`src/rtl/fetch_stage.sv`:
```
// fetch_stage: instruction-fetch stage of the pipelined MIPS core.
// Owns the program counter, issues imem reads and drives the IF/ID register.
//
// state  | meaning
// -------+-----------------------------------------------------------------
// FETCH  | normal operation; PC advances on ihit, honours stall/redirect
// HALT   | halt decoded; imem idle, PC and IF/ID frozen until reset
//
// Ports:
//   CLK, nRST          clock (rising edge), async active-low reset
//   ihit, imemload     imem handshake and returned instruction word
//   imemREN, imemaddr  imem read enable and byte address (= PC)
//   stall              hazard unit: hold PC and IF/ID
//   redirect, redirect_addr  resolved control transfer and its target
//   halt               halt decoded downstream
//   ifid_instr, ifid_npc, ifid_valid  IF/ID pipeline register
//   halted             stage is in HALT
module fetch_stage #(
  parameter logic [31:0] PC_INIT = 32'h00000000
) (
  input  logic        CLK,
  input  logic        nRST,
  input  logic        ihit,
  input  logic [31:0] imemload,
  output logic        imemREN,
  output logic [31:0] imemaddr,
  input  logic        stall,
  input  logic        redirect,
  input  logic [31:0] redirect_addr,
  input  logic        halt,
  output logic [31:0] ifid_instr,
  output logic [31:0] ifid_npc,
  output logic        ifid_valid,
  output logic        halted
);

  typedef enum logic {
    S_FETCH = 1'b0,
    S_HALT  = 1'b1
  } state_t;

  state_t      state_q, state_d;
  logic [31:0] pc_q, pc_d;
  logic [31:0] instr_q, instr_d;
  logic [31:0] npc_q, npc_d;
  logic        valid_q, valid_d;
  logic [31:0] pc_plus4;

  // Wraps modulo 2^32 naturally.
  assign pc_plus4 = pc_q + 32'd4;

  always_ff @(posedge CLK or negedge nRST) begin
    if (!nRST) begin
      state_q <= S_FETCH;
      pc_q    <= PC_INIT;
      instr_q <= '0;
      npc_q   <= '0;
      valid_q <= 1'b0;
    end else begin
      state_q <= state_d;
      pc_q    <= pc_d;
      instr_q <= instr_d;
      npc_q   <= npc_d;
      valid_q <= valid_d;
    end
  end

  always_comb begin
    state_d = state_q;
    pc_d    = pc_q;
    instr_d = instr_q;
    npc_d   = npc_q;
    valid_d = valid_q;

    unique case (state_q)
      S_FETCH: begin
        if (redirect) begin
          // Target is word-aligned; the wrong-path word in IF/ID is squashed.
          pc_d    = {redirect_addr[31:2], 2'b00};
          instr_d = '0;
          npc_d   = '0;
          valid_d = 1'b0;
        end else if (halt) begin
          state_d = S_HALT;
          instr_d = '0;
          npc_d   = '0;
          valid_d = 1'b0;
        end else if (stall) begin
          // Hold everything; a word returned now is simply refetched later.
        end else if (ihit) begin
          pc_d    = pc_plus4;
          instr_d = imemload;
          npc_d   = pc_plus4;
          valid_d = 1'b1;
        end else begin
          // Bubble is all-zero (sll $0,$0,0) so decode treats it as a nop.
          instr_d = '0;
          npc_d   = '0;
          valid_d = 1'b0;
        end
      end
      S_HALT: begin
        // IF/ID already holds a bubble from the halting edge; hold it all.
      end
      default: begin
        state_d = S_FETCH;
      end
    endcase
  end

  assign imemaddr   = pc_q;
  assign imemREN    = (state_q == S_FETCH);
  assign halted     = (state_q == S_HALT);
  assign ifid_instr = instr_q;
  assign ifid_npc   = npc_q;
  assign ifid_valid = valid_q;

endmodule

```
`config.mk`:
```
export PLATFORM = sky130hd
export DESIGN_NAME = fetch_stage
export DESIGN_NICKNAME = d
export VERILOG_FILES = /design/src/rtl/fetch_stage.sv
export SDC_FILE = /design/constraint.sdc
export NUM_CORES = 1
export LEC_CHECK = 0
export CAP_MARGIN = 20
export CORE_UTILIZATION = 40
export DETAILED_ROUTE_END_ITERATION = 6
export PLACE_DENSITY = 0.73
export SYNTH_ARGS = -nofsm -noshare
export SYNTH_HDL_FRONTEND = slang
export SYNTH_SLANG_ARGS = --single-unit
```
`constraint.sdc`:
```
create_clock -name CLK -period 2.6 [get_ports CLK]
set_clock_uncertainty 0.2 [all_clocks]
set_input_delay 0.52 -clock CLK [delete_from_list [all_inputs] [get_ports CLK]]
set_output_delay 0.52 -clock CLK [all_outputs]
set_load 0.01 [all_outputs]
```
==> results.txt, run 1 <==
- Routed wire length per instance: ~18 um
* Post-detailed-route via-to-cell ratio: roughly 5.5
* Die Height: 108 um
- Critical Path End Type: output port
- Wire length of the first global-routing pass: 21.4 mm
- The via count of the first global-routing pass came to 4141.
- Nets: 689
- The repair_antennas step left the layout with diodes totalling 0.
- Before antenna repair, the detailed router went through 5 iterations.
- Sequential cell area: 2380 um^2
- Yosys printed 0 warnings.
- Routability congestion estimate: 0.837
- Measured against its own limit, the worst slew margin works out to 0.585.
- Htree depth: 3
* Flip-flop cell with the highest count after synthesis: dfrtp_1
- The synthesized design contains 95 register bits.
* Internal Power: 2810 uW
* Clk sinks: 95
* Number of buffer and inverter instances along the worst setup path: 2
- Syn Area/Cell: about 10 um^2
- For this run, global-route usage on met1 was measured as 0.323.
- In the final timing run, aggregate negative setup slack is 0 ns.
- Largest net degree at the start of global routing: 46
- GR peak layer: met2
- Crit path largest cell delay: 0.62 ns
* Switching share of power: 0.259
* Area after DPL: 6410 um^2
* Die Width: around 110 um
- Row Count: 38
- The worst setup path is launched from a flip-flop.
- Count of hold-fix buffers inserted at cts: 1
- Switching power of the nets: 983 uW
- Pwr Density: 562 nW/um^2
- In the global route stage, overall resource usage came out at 0.237.
* Part of the total power dissipated in the clock network: 0.373
* Worst hold path class: flip-flop to flip-flop
* Placeable core area: 10900 um^2
* Run status: finished, final reports clean
- Largest delay contributor family on the critical path: buffers and inverters
* Die Area: 11800 um^2
- Once the clock tree was built, the setup fixing pass inserted 0 buffers.
* Portion of total power attributed to combinational logic: 0.175
- The count of endpoints failing hold in the final timing report was 0.
- Antenna violations before repair: 0
* Arr. time, crit path: 1.76 ns
- Part of the cycle the worst path needs: 0.955
* Cells along the critical path: inv_1 > clkdlybuf4s50_1
- Multi-input combinational cell area: 2010 um^2
- Crit path required time: 1.88 ns
* Critical-path top delay cell: clkdlybuf4s50_1
- Setup CP Type: flip-flop to output port
- The detailed router finished its first iteration with 218 violations.
- Slew of the pin with the lowest slew margin: a little over 0.6 ns
* Post-synth design cell area: between 4000 and 5000 um^2
* Count of buffers from port buffering: around 160
* Setup repair after global routing missed its margin: no
- The routed design could run at a clock period as short as 2.48 ns.
- Max-cap check violation count: 0
* CP max FO: 11
- For this configuration, the core starts out at a cell density of 0.414.
- CTS root buffer: clkbuf_16
* Ratio of cells with drive above 1 in the final layout: 0.0867
- Number of standard cells after synthesis: 452
- Based on the critical path, the design can be clocked at up to between 400 and 500 MHz.
* Post-synth EDFFs: 0
- Buffers inserted during clock tree synthesis total 9.
- GR met3 Demand/Resource: 0.0380
* Share of the yosys chip area belonging to registers: 0.525
- Counting distinct cell types in the post-synthesis netlist gives 51.
* Longest Clk Path Bufs: 2
- IR Drop Worst-Case VDD: 0.294 mV
- Clock tree from TritonCTS: built
- Total routed wirelength: about 14 mm
- After routing the design area is just under 7000 um^2.
* Ports: 169
- Met2 Usage GRT: 0.372
- Clock-pin slew was measured on the worst setup and hold paths at approximately 0.060 ns.
* Async S/R FF share, synth: 1.00
- From synthesis to final layout, the design area changed by 48.9%.
- Total number of vias: 4203
- For this run the aggregate overflow at the end of global routing stands at 0.
- Final setup violation count: 0
- The max-slew violation count is 0.
* Detail Placement HPWL: between 9 and 10 mm
* Number of fillers in the final layout: between 900 and 1000
* Post-cts sizing count: 0
- The analysis attributes to cell leakage a power of 0.00286 uW.
- Clock insertion delay at the later pin of the skew report: 0.33 ns
* Drt drc: 0
- The share of total power dissipated in sequential elements is 0.452.
- Antenna Violating Nets Remaining: 0
[path summary, 6_finish.rpt]
| kind | from | endpoint | slack [ns] | cells after the start |
|---|---|---|---|---|
| max reg2reg | imemaddr[10] | imemaddr[30] | 0.26 | 5 |
| min reg2reg | ifid_valid | ifid_valid | 0.28 | 2 |
| max | halted | imemREN | 0.12 | 2 |
| min in group asynchronous | nRST | imemaddr[11] | 0.51 | 2 |
| min | ifid_valid | ifid_valid | 0.28 | 2 |
| max in group asynchronous | nRST | ifid_instr[25] | 0.97 | 3 |
[tightest hold or removal path, delay by kind of cell, from the launching register on]
kind / cells / cell delay, ns
flops: 1 / 0.34
simple gates: 2 / 0.10
[flip-flops by register name (all words and copies together) (netlist names)]
register,flops
halted,1
ifid_instr,32
imemaddr,30
ifid_valid,1
ifid_npc,31
[stage by stage]
stage                     instances  total power [uW]  hold WS, ns  worst slack, ns   util
final                           763              3790        0.276            0.117  0.617
after CTS                       763              3820        0.285            0.120  0.617
after global routing            763              3950        0.295           0.0562  0.617
after detailed placement        746              2400        0.267            0.135  0.587
after global placement          746              2390        0.265            0.183  0.587
after floorplan                 453              1980       0.0244            0.465      -
[cells by family (layout without fill, tap and decap cells)]
group	Yosys count	count (layout)	synth area share
xor+xnor	25	25	0.0483
buf+inv	37	207	0.0353
compound gates	131	131	0.195
mux	4	4	0.00884
other cells	1	2	0.000827
simple gates	158	158	0.184
flops	95	95	0.525
fa+ha+maj	1	1	0.00276
[placed cells by master, fill, tap and decap left out, drive strengths merged, types with 3 or more instances in the layout]
cell type / Yosys / routed
nand4: 10 / 10
o22ai: 6 / 6
clkdlybuf4s50: 0 / 162
dfrtp: 95 / 95
nor3: 10 / 10
xor2: 9 / 9
and2: 4 / 4
clkbuf: 27 / 9
nand2: 50 / 50
a21oi: 15 / 15
nor2: 23 / 23
clkinv: 0 / 3
or3: 5 / 5
o21ai: 48 / 48
inv: 4 / 4
buf: 6 / 24
and3: 15 / 15
and4: 3 / 3
a22o: 37 / 37
mux2i: 4 / 4
xnor2: 16 / 16
a22oi: 9 / 9
nor4: 6 / 6
nand3: 26 / 26
[per-layer routing]
metal,wire [um],vias up
met2,6550,147
met1,6030,2061
met4,253,0
met3,730,19
met5,0,-
li1,-,1976
[cell type report]
type,count,area share
flip-flops and latches,95,0.352
multi-input cells,321,0.298
repair buffers,187,0.274
clock buffers,9,0.0334
well taps,140,0.0260
clock inverters,7,0.0145
inverters,4,0.00223
[synthesized netlist by cell type, types with 4 or more instances]
library cell,instances,area [um^2]
nor3_1,9,45.0
mux2i_1,4,40.0
o21ai_0,46,230
nand2_1,50,188
nand3_1,25,125
nor2_1,22,82.6
xor2_1,9,78.8
and3_1,15,93.8
clkbuf_1,27,101
a21oi_1,15,75.1
a22oi_1,9,67.6
inv_1,4,15.0
xnor2_1,16,140
dfrtp_1,95,2380
a22o_1,37,324
nand4_1,8,50.1
o22ai_1,6,37.5
nor4_1,4,25.0
[power groups by stage]
stage | registers, uW | clock network [uW] | logic [uW]
2_1_floorplan | 1760 | 0 | 221
3_3_place_gp | 1730 | 0 | 655
3_5_place_dp | 1740 | 0 | 663
4_1_cts | 1710 | 1440 | 668
5_1_grt | 1730 | 1500 | 716
6_report | 1710 | 1410 | 665
No activity file was read; power rests on OpenSTA's default activity.
==> run 2, diff against run 1 <==
--- a/config.mk
+++ b/config.mk
@@ -5,7 +5,7 @@
 export SDC_FILE = /design/constraint.sdc
 export NUM_CORES = 1
 export LEC_CHECK = 0
-export CAP_MARGIN = 20
+export CAP_MARGIN = 25
 export CORE_UTILIZATION = 40
 export DETAILED_ROUTE_END_ITERATION = 6
 export PLACE_DENSITY = 0.73
==> constraint.sdc (replaced) <==
create_clock -name CLK -period 2.6 [get_ports CLK]
set_clock_uncertainty 0.2 [all_clocks]
set_input_delay 0.52 -clock CLK [delete_from_list [all_inputs] [get_ports CLK]]
set_output_delay 0.52 -clock CLK [all_outputs]
set_load 0.005 [all_outputs]
==> results of run 2 <==
Same layout as run 1 (identical final DEF). Status: finished, final reports clean.
Among the figures that moved: setup slack after layout 0.117 ns -> 0.153 ns; total power 3790 uW -> 3750 uW
